===== src/rtl/reorder_buffer_if.sv =====
// Issue / execute / retire bus of the reorder buffer. The master side is the
// pipeline (issue and CDB); the slave side is the reorder buffer itself.
interface reorder_buffer_if #(parameter int IDX_W = 3);
  logic             alloc_valid;
  logic             alloc_ready;
  logic [4:0]       alloc_rd;
  logic [IDX_W-1:0] alloc_tag;
  logic             cdb_valid;
  logic [IDX_W-1:0] cdb_tag;
  logic [31:0]      cdb_data;
  logic             cdb_mispredict;
  logic [31:0]      cdb_target;
  logic             rob_write_enable;
  logic [4:0]       rob_write_index;
  logic [31:0]      rob_write_data;
  logic             flush;
  logic [31:0]      flush_target;
  logic [IDX_W:0]   count;
  logic             empty;

  modport master (
    output alloc_valid, alloc_rd, cdb_valid, cdb_tag, cdb_data, cdb_mispredict, cdb_target,
    input  alloc_ready, alloc_tag, rob_write_enable, rob_write_index, rob_write_data,
           flush, flush_target, count, empty
  );

  modport slave (
    input  alloc_valid, alloc_rd, cdb_valid, cdb_tag, cdb_data, cdb_mispredict, cdb_target,
    output alloc_ready, alloc_tag, rob_write_enable, rob_write_index, rob_write_data,
           flush, flush_target, count, empty
  );
endinterface


===== src/rtl/reorder_buffer.sv =====
// Circular reorder buffer: allocates at issue, completes from the CDB, and
// retires in program order as one-cycle register-file write pulses.
module reorder_buffer #(
  parameter int DEPTH = 8,
  parameter int IDX_W = 3
) (
  input logic             clk,
  input logic             rst,
  reorder_buffer_if.slave bus
);
  localparam logic [0:0]     ARM  = 1'b0;
  localparam logic [0:0]     GAP  = 1'b1;
  localparam logic [IDX_W:0] FULL = (IDX_W+1)'(DEPTH);

  typedef struct packed {
    logic        valid;
    logic        ready;
    logic [4:0]  rd;
    logic [31:0] data;
    logic        mispredict;
    logic [31:0] target;
  } entry_t;

  entry_t [DEPTH-1:0] ent_q, ent_d;
  logic [IDX_W-1:0]   head_q, head_d, tail_q, tail_d;
  logic [IDX_W:0]     count_q, count_d;
  logic [0:0]         state_q, state_d;
  logic               we_q, we_d;
  logic [4:0]         widx_q, widx_d;
  logic [31:0]        wdata_q, wdata_d;
  logic               flush_q, flush_d;
  logic [31:0]        ftgt_q, ftgt_d;
  logic               alloc_fire, commit_fire;
  entry_t             head_ent;

  assign head_ent    = ent_q[head_q];
  assign alloc_fire  = bus.alloc_valid && (count_q != FULL);
  assign commit_fire = (state_q == ARM) && head_ent.valid && head_ent.ready;

  assign bus.alloc_ready      = (count_q != FULL);
  assign bus.alloc_tag        = tail_q;
  assign bus.count            = count_q;
  assign bus.empty            = (count_q == '0);
  assign bus.rob_write_enable = we_q;
  assign bus.rob_write_index  = widx_q;
  assign bus.rob_write_data   = wdata_q;
  assign bus.flush            = flush_q;
  assign bus.flush_target     = ftgt_q;

  always_comb begin
    ent_d   = ent_q;
    head_d  = head_q;
    tail_d  = tail_q;
    state_d = state_q;
    we_d    = 1'b0;
    widx_d  = widx_q;
    wdata_d = wdata_q;
    flush_d = 1'b0;
    ftgt_d  = ftgt_q;
    count_d = count_q + (IDX_W+1)'(alloc_fire) - (IDX_W+1)'(commit_fire);

    if (bus.cdb_valid && ent_q[bus.cdb_tag].valid) begin
      ent_d[bus.cdb_tag].ready      = 1'b1;
      ent_d[bus.cdb_tag].data       = bus.cdb_data;
      ent_d[bus.cdb_tag].mispredict = bus.cdb_mispredict;
      ent_d[bus.cdb_tag].target     = bus.cdb_target;
    end

    if (alloc_fire) begin
      ent_d[tail_q].valid      = 1'b1;
      ent_d[tail_q].ready      = 1'b0;
      ent_d[tail_q].rd         = bus.alloc_rd;
      ent_d[tail_q].mispredict = 1'b0;
      tail_d                   = tail_q + 1'b1;
    end

    case (state_q)
      ARM: begin
        // Commit decision uses pre-edge state, so a same-edge completion waits for the next ARM.
        if (commit_fire) begin
          we_d                 = (head_ent.rd != 5'd0);
          widx_d               = head_ent.rd;
          wdata_d              = head_ent.data;
          ent_d[head_q].valid  = 1'b0;
          ent_d[head_q].ready  = 1'b0;
          head_d               = head_q + 1'b1;
          state_d              = GAP;
          if (head_ent.mispredict) begin
            flush_d = 1'b1;
            ftgt_d  = head_ent.target;
            ent_d   = '0;
            head_d  = '0;
            tail_d  = '0;
            count_d = '0;
          end
        end
      end
      default: state_d = ARM;
    endcase
  end

  always_ff @(posedge clk) begin
    if (rst) begin
      ent_q   <= '0;
      head_q  <= '0;
      tail_q  <= '0;
      count_q <= '0;
      state_q <= ARM;
      we_q    <= 1'b0;
      widx_q  <= '0;
      wdata_q <= '0;
      flush_q <= 1'b0;
      ftgt_q  <= '0;
    end else begin
      ent_q   <= ent_d;
      head_q  <= head_d;
      tail_q  <= tail_d;
      count_q <= count_d;
      state_q <= state_d;
      we_q    <= we_d;
      widx_q  <= widx_d;
      wdata_q <= wdata_d;
      flush_q <= flush_d;
      ftgt_q  <= ftgt_d;
    end
  end
endmodule


===== src/flat_wrapper.sv =====
// flat-port wrapper written by rule: the top's interface ports become plain ports
module reorder_buffer_flat 
#(
  parameter int DEPTH = 8,
  parameter int IDX_W = 3
)
  (clk, rst, bus_alloc_valid, bus_alloc_rd, bus_cdb_valid, bus_cdb_tag, bus_cdb_data, bus_cdb_mispredict, bus_cdb_target, bus_alloc_ready, bus_alloc_tag, bus_rob_write_enable, bus_rob_write_index, bus_rob_write_data, bus_flush, bus_flush_target, bus_count, bus_empty);
  reorder_buffer_if #(.IDX_W(IDX_W)) bus_i ();
  input logic clk;
  input logic rst;
  input wire logic [$bits(bus_i.alloc_valid)-1:0] bus_alloc_valid;
  input wire logic [$bits(bus_i.alloc_rd)-1:0] bus_alloc_rd;
  input wire logic [$bits(bus_i.cdb_valid)-1:0] bus_cdb_valid;
  input wire logic [$bits(bus_i.cdb_tag)-1:0] bus_cdb_tag;
  input wire logic [$bits(bus_i.cdb_data)-1:0] bus_cdb_data;
  input wire logic [$bits(bus_i.cdb_mispredict)-1:0] bus_cdb_mispredict;
  input wire logic [$bits(bus_i.cdb_target)-1:0] bus_cdb_target;
  output wire logic [$bits(bus_i.alloc_ready)-1:0] bus_alloc_ready;
  output wire logic [$bits(bus_i.alloc_tag)-1:0] bus_alloc_tag;
  output wire logic [$bits(bus_i.rob_write_enable)-1:0] bus_rob_write_enable;
  output wire logic [$bits(bus_i.rob_write_index)-1:0] bus_rob_write_index;
  output wire logic [$bits(bus_i.rob_write_data)-1:0] bus_rob_write_data;
  output wire logic [$bits(bus_i.flush)-1:0] bus_flush;
  output wire logic [$bits(bus_i.flush_target)-1:0] bus_flush_target;
  output wire logic [$bits(bus_i.count)-1:0] bus_count;
  output wire logic [$bits(bus_i.empty)-1:0] bus_empty;
  assign bus_i.alloc_valid = bus_alloc_valid;
  assign bus_i.alloc_rd = bus_alloc_rd;
  assign bus_i.cdb_valid = bus_cdb_valid;
  assign bus_i.cdb_tag = bus_cdb_tag;
  assign bus_i.cdb_data = bus_cdb_data;
  assign bus_i.cdb_mispredict = bus_cdb_mispredict;
  assign bus_i.cdb_target = bus_cdb_target;
  assign bus_alloc_ready = bus_i.alloc_ready;
  assign bus_alloc_tag = bus_i.alloc_tag;
  assign bus_rob_write_enable = bus_i.rob_write_enable;
  assign bus_rob_write_index = bus_i.rob_write_index;
  assign bus_rob_write_data = bus_i.rob_write_data;
  assign bus_flush = bus_i.flush;
  assign bus_flush_target = bus_i.flush_target;
  assign bus_count = bus_i.count;
  assign bus_empty = bus_i.empty;
  reorder_buffer #(.DEPTH(DEPTH), .IDX_W(IDX_W)) u_core (.clk(clk), .rst(rst), .bus(bus_i));
endmodule

===== config.mk =====
export PLATFORM = sky130hd
export DESIGN_NAME = reorder_buffer_flat
export DESIGN_NICKNAME = d
export VERILOG_FILES = /design/src/rtl/reorder_buffer_if.sv /design/src/rtl/reorder_buffer.sv /design/src/flat_wrapper.sv
export SDC_FILE = /design/constraint.sdc
export NUM_CORES = 1
export LEC_CHECK = 0
export ABC_AREA = 1
export ABC_CLOCK_PERIOD_IN_PS = 3700
export BUFFER_PORTS_ARGS = -buffer_cell sky130_fd_sc_hd__buf_2
export CAP_MARGIN = 10
export CORE_MARGIN = 2
export CORE_UTILIZATION = 35
export DETAILED_ROUTE_END_ITERATION = 12
export PLACE_DENSITY = 0.53
export SETUP_SLACK_MARGIN = 0.05
export SLEW_MARGIN = 20
export SYNTH_ARGS = -nofsm -noshare
export SYNTH_HDL_FRONTEND = slang
export SYNTH_SLANG_ARGS = --single-unit

===== constraint.sdc =====
create_clock -name clk -period 3.7 [get_ports clk]
set_input_delay 0.185 -clock clk [delete_from_list [all_inputs] [get_ports clk]]
set_output_delay 0.185 -clock clk [all_outputs]
set_load 0.05 [all_outputs]

-- Yosys cells after proc, flatten, opt, wreduce, memory -nomap -nowiden
Index checks and enable logic that the tools add are counted.
- bits in registers: 658
- bits in latches: 0
- RAM bits: 0
- bits in read-only memories: 0
- input bits: 77
- output and inout port bits: 80
- logic and storage cells: 132
- memories: 0
- add/subtract/negate cells: 4
- multiply operators: 0
- div/mod/pow operators: 0
- order comparisons: 6
- equality and inequality tests: 1
- shifts and indexed selects: 0
- multiplexer cells: 49
- bitwise logic cells: 2
- reductions and logical operators: 13
- operator list (cell ; number):
    $bwmux 576 ; 10
    $mux 576 ; 5
    $demux 72 s3 ; 10
    $bmux 72 s3 ; 2
    $mux 72 ; 4
    $mux 71 ; 3
    $mux 70 ; 1
    $mux 33 ; 2
    $mux 65 ; 1
    $mux 32 ; 1
    $mux 3 ; 5
    $lt 3x4->1 const B ; 3
    $mux 4 ; 3
    $ge 3x1->1 const B ; 3
    $logic_and 1x1->1 ; 7
    $add 3x1->3 const B ; 2
    $reduce_bool 5->1 ; 1
    $add 4x1->4 ; 1
    $logic_not 4->1 ; 1
    $ne 4x4->1 const B ; 1
    $sub 4x1->4 ; 1
    $reduce_and 3->1 ; 1
    $reduce_or 3->1 ; 1
    $mux 1 ; 2
    other kinds (3) ; 4

-- Logic depth before layout (Yosys ltp)
- depth after elaboration: 19
- depth in mapped cells: 18
- depth with buffers taken out: 16

-- Worst setup path before layout
Ideal clock, no wire load.
- path type: register -> register
- start point: register u_core.count_q[2] (netlist: u_core.bus.count[2])
- end point: register u_core.count_q[2] (netlist: u_core.bus.count[2])
- setup time: 0.116 ns
- arrival time: 2.466 ns
- data required time: 3.584 ns
- setup slack: 1.118 ns
- cell stages (with the launch flop): 11
- path buffers: 0
- clock period less this slack: 2.582 ns
- path through: dfxtp_1 > inv_1 > ha_1 > nand3_1 > nand2_1 > inv_1 > ha_1 > inv_1 > fa_1 > xor2_1 > nor2_1
- word-level cells in the longest chain between the ends: 7
- RTL lines (element ; line ; RTL):
    start, declared ; reorder_buffer.sv:26 ; logic [IDX_W:0] count_q, count_d;
    start signal, assigned ; reorder_buffer.sv:118 ; count_q <= count_d;
    $ne 4x4->1 (*) ; - ;
    net bus_alloc_ready ; flat_wrapper.sv:18 ; output wire logic [$bits(bus_i.alloc_ready)-1:0] bus_alloc_ready;
    $logic_and 1x1->1 (*) ; reorder_buffer.sv:37 ; assign alloc_fire = bus.alloc_valid && (count_q != FULL);
    $add 4x1->4 (*) ; reorder_buffer.sv:60 ; count_d = count_q + (IDX_W+1)'(alloc_fire) - (IDX_W+1)'(commit_fire);
    $sub 4x1->4 (*) ; reorder_buffer.sv:60 ;
    $mux 4 ; reorder_buffer.sv:88 ; if (head_ent.mispredict) begin
    $mux 4 ; reorder_buffer.sv:80 ; if (commit_fire) begin
    $mux 4 (*) ; reorder_buffer.sv:77 ; case (state_q)
Mark *: on every way through the listed nets, which the timed path passes. The rest lies on a longest branch.
A chain may end at the register's enable or synchronous reset.

-- Worst setup path after layout
- start point: register u_core.head_q[0]
- end point: register u_core.count_q[2] (netlist: u_core.bus.count[2])
- word-level cells in the longest chain between the ends: 8
- RTL lines (element ; line ; RTL):
    start, declared ; reorder_buffer.sv:25 ; logic [IDX_W-1:0] head_q, head_d, tail_q, tail_d;
    start signal, assigned ; reorder_buffer.sv:105 ; head_q <= '0;
    start signal, assigned ; reorder_buffer.sv:116 ; head_q <= head_d;
    $bmux 72 s3 (*) ; reorder_buffer.sv:36 ; assign head_ent = ent_q[head_q];
    $mux 72 (not written as such) (*) ; reorder_buffer.sv:36 ;
    $logic_and 1x1->1 (2 in a row) ; reorder_buffer.sv:38 ; assign commit_fire = (state_q == ARM) && head_ent.valid && head_ent.ready;
    $sub 4x1->4 ; reorder_buffer.sv:60 ;
    $mux 4 ; reorder_buffer.sv:88 ;
    $mux 4 ; reorder_buffer.sv:80 ;
    $mux 4 (*) ; reorder_buffer.sv:77 ;
Mark *: on every way between the ends. The rest lies on a longest branch, timed or not. The select of a mux whose other input is x is not followed.

==> metrics.txt <==
DR iter-0 viols 2115; CTS tree built; number of CTS-inserted buffers 80; RSZ-0062 raised after global routing no; Data arrival, critical path 3.38 ns; Slew Viols, Final 0; fmax 0.347 GHz; Core Footprint 89900 um^2; relative slew slack 26.8%; Starting Density 35.2%; Power Internal 12.3 mW; Post-Syn Instances 5049; Sw Pwr 3.91 mW; yosys warns 0; Netlist cell types 26; total congestion overflow 0; Worst-path clk slew 0.06 ns; global-route wire length before repair 156 mm; Reg power frac 44.5%; Worst setup startpoint u_core.head_q[0]; Final min period 2.88 ns; row cnt 110; Power Total 16.2 mW; post-synthesis area per instance 6.27 um^2; WP data required 4.20 ns; max cap viols 0; CP startpoint kind flip-flop; worst r2r path cells 16; clock network fraction of design power 49.6%; largest net degree at the start of global routing 170; antenna-violating nets left 0; worst slew pin tran 1.10 ns; Seq/Total Area, Yosys 41.6%; all-layer global routing usage 20.8%; Area growth, synth to finish 16.4%; Total Nets Final 5122; Setup TNS Final 0 ns; critical path capture point type flip-flop; share of cells above drive strength 1 7.76%; port buffer count 156; R2R Setup Slk 0.82 ns; Clock Latency Late Sink 0.64 ns; clock skew 0.0389 ns; Final Hold Fails 0; worst ir drop on vdd 0.000309 V; Hold WC Path Type input port to flip-flop; r2r startpoint u_core.head_q[0]; clk sinks 658; Comb pwr share 5.9%; Die Footprint 92800 um^2; Syn Nets 5135; WL final 98.8 mm; die width 305 um; CTS root buffer clkbuf_16; Yosys top cell area share 41.6%; Net Sw Frac 24.1%; Static Leak 18.8 nW; power density over the cells 440 nW/um^2; main area contributors after synthesis dfxtp_1 (42%), nor2_1 (15%), nand2_1 (13%), nand3_1 (9.7%), inv_1 (6.8%); WL/cell 15.7 um; die extent in y 305 um; WS Path Type flip-flop to flip-flop; Pre-antenna DRT Iters 5; Vias/cell 4.77; end of the worst register-to-register path u_core.bus.count[2]; post_cts resized 0; io pins 157; #FFs+latches synth 658; via count 29980; status complete, no violations; initial antenna violation count 10; Post-route DRC 0; fin crit share 77.9%; DPL Wire Length 55.9 mm; mapped cell area 31600 um^2; WHS 0.0619 ns; vias in the first global route 27063; crit path to u_core.bus.count[2]; Final GP Congestion 0.790; post-synth top area cell dfxtp_1; final setup fails 0; clk buf depth 3; Max FO, Critical Path 70; CTS HTree Levels 3
## critical path: stages (launching register included)
cell and delay (ns):
dfxtp_4 0.46, buf_12 0.31, nand2_1 0.08, nand3_1 0.10, nand2_1 0.05, inv_1 0.05
nand2_1 0.05, nor2_2 0.20, nand2_2 0.15, inv_2 0.14, ha_1 0.23, inv_1 0.06
ha_1 0.16, inv_1 0.06, fa_1 0.40, xor2_1 0.14, nor2_1 0.06
## cells in the final DEF (no fill, tap or decap), types with 5 or more instances in the layout
master	n
o22ai_1	140
dfxtp_1	655
bufinv_16	6
dlygate4sd3_1	71
nand3_1	603
clkbuf_8	18
buf_2	156
nand3_4	11
nand2_2	5
o21ai_1	10
mux2i_1	15
a21oi_1	38
nand4_1	19
clkbuf_1	25
nand2_1	1105
buf_12	39
clkbuf_16	82
buf_4	53
o21ai_0	197
inv_1	573
ha_1	8
o22a_1	6
clkinv_2	11
nor2_1	1230
## logic make-up after synthesis
family | count (synthesis) | share of synthesized area, %
fa+ha+maj | 9 | 0.380
mux | 15 | 0.474
xor+xnor | 4 | 0.111
flops | 658 | 41.6
simple gates | 2979 | 38.0
compound gates | 391 | 6.81
buf+inv | 993 | 12.6
## worst min-delay path by stage
| stage | from | to | slack, ns | cells after the start |
|---|---|---|---|---|
| 2_1_floorplan | rst | u_core.head_q[1] | 0.25 | 1 |
| 3_3_place_gp | u_core.ent_q[352] | u_core.ent_q[352] | 0.45 | 2 |
| 3_5_place_dp | u_core.ent_q[64] | u_core.ent_q[64] | 0.45 | 2 |
| 4_1_cts | bus_cdb_mispredict | u_core.ent_q[536] | 0.02 | 5 |
| 5_1_grt | bus_cdb_mispredict | u_core.ent_q[176] | 0.09 | 5 |
| 6_report | bus_cdb_mispredict | u_core.ent_q[536] | 0.06 | 5 |
## layer usage
metal,up-vias,global-route usage [%],routed length (um)
met5,-,0,63
met4,10,5.34,2010
met3,140,3.19,4850
met2,667,33.5,44500
met1,13670,28.9,47400
li1,15493,-,-
## power by group through the flow
stage	registers (mW)	clock network, mW	logic [mW]
final	7.21	8.05	0.955
after floorplan	7.42	0	0.573
after CTS	7.21	8.27	0.960
after global placement	7.37	0	0.888
after global routing	7.22	8.56	1.06
after detailed placement	7.37	0	0.891
## state kept, by name, summed over array words and instances (netlist names)
register / count
u_core.bus.flush_target: 32
u_core.bus.alloc_tag: 3
u_core.head_q: 3
u_core.bus.rob_write_enable: 1
u_core.state_q: 1
u_core.bus.count: 4
u_core.bus.rob_write_data: 32
u_core.ent_q: 576
u_core.bus.rob_write_index: 5
u_core.bus.flush: 1
## Yosys cell counts
master and n:
a21oi_1 38, buf_1 77, buf_2 163, buf_4 12, buf_6 2, clkbuf_1 161
dfxtp_1 658, fa_1 1, ha_1 8, inv_1 574, inv_2 4, mux2i_1 15
nand2_1 1108, nand2_2 2, nand3_1 612, nand3_2 2, nand4_1 19, nor2_1 1230
nor2_2 2, nor3_1 3, nor3b_1 1, o21ai_0 197, o21ai_1 10, o22a_1 6
o22ai_1 140, xor2_1 4
## repair_timing
item                       4_1_cts  5_1_grt
hold buffers                    71        0
buffers inserted                 0        0
setup endpoints to repair        0        0
hold endpoints to repair       557        0
## layout make-up
cell class | count | area, um^2
timing repair buffer | 320 | 2700
sequential | 658 | 13200
multi-input combinational | 3398 | 14600
clock buffer | 125 | 2390
fill | 9558 | 53000
tap | 1176 | 1470
antenna | 4 | 10.0
clock inverter | 21 | 280
inverter | 578 | 2180
## through the flow
stage / util [%] / setup slack (ns) / cell area [um^2] / cells
after global routing: 41.0 / 0.580 / 36800 / 6280
after detailed placement: 37.2 / 0.810 / 33400 / 6058
final: 41.0 / 0.816 / 36800 / 6280
after floorplan: - / 1.12 / 31600 / 5049
after CTS: 40.9 / 0.793 / 36800 / 6275
after global placement: 37.2 / 0.833 / 33400 / 6058
No activity file was read; power rests on OpenSTA's default activity.
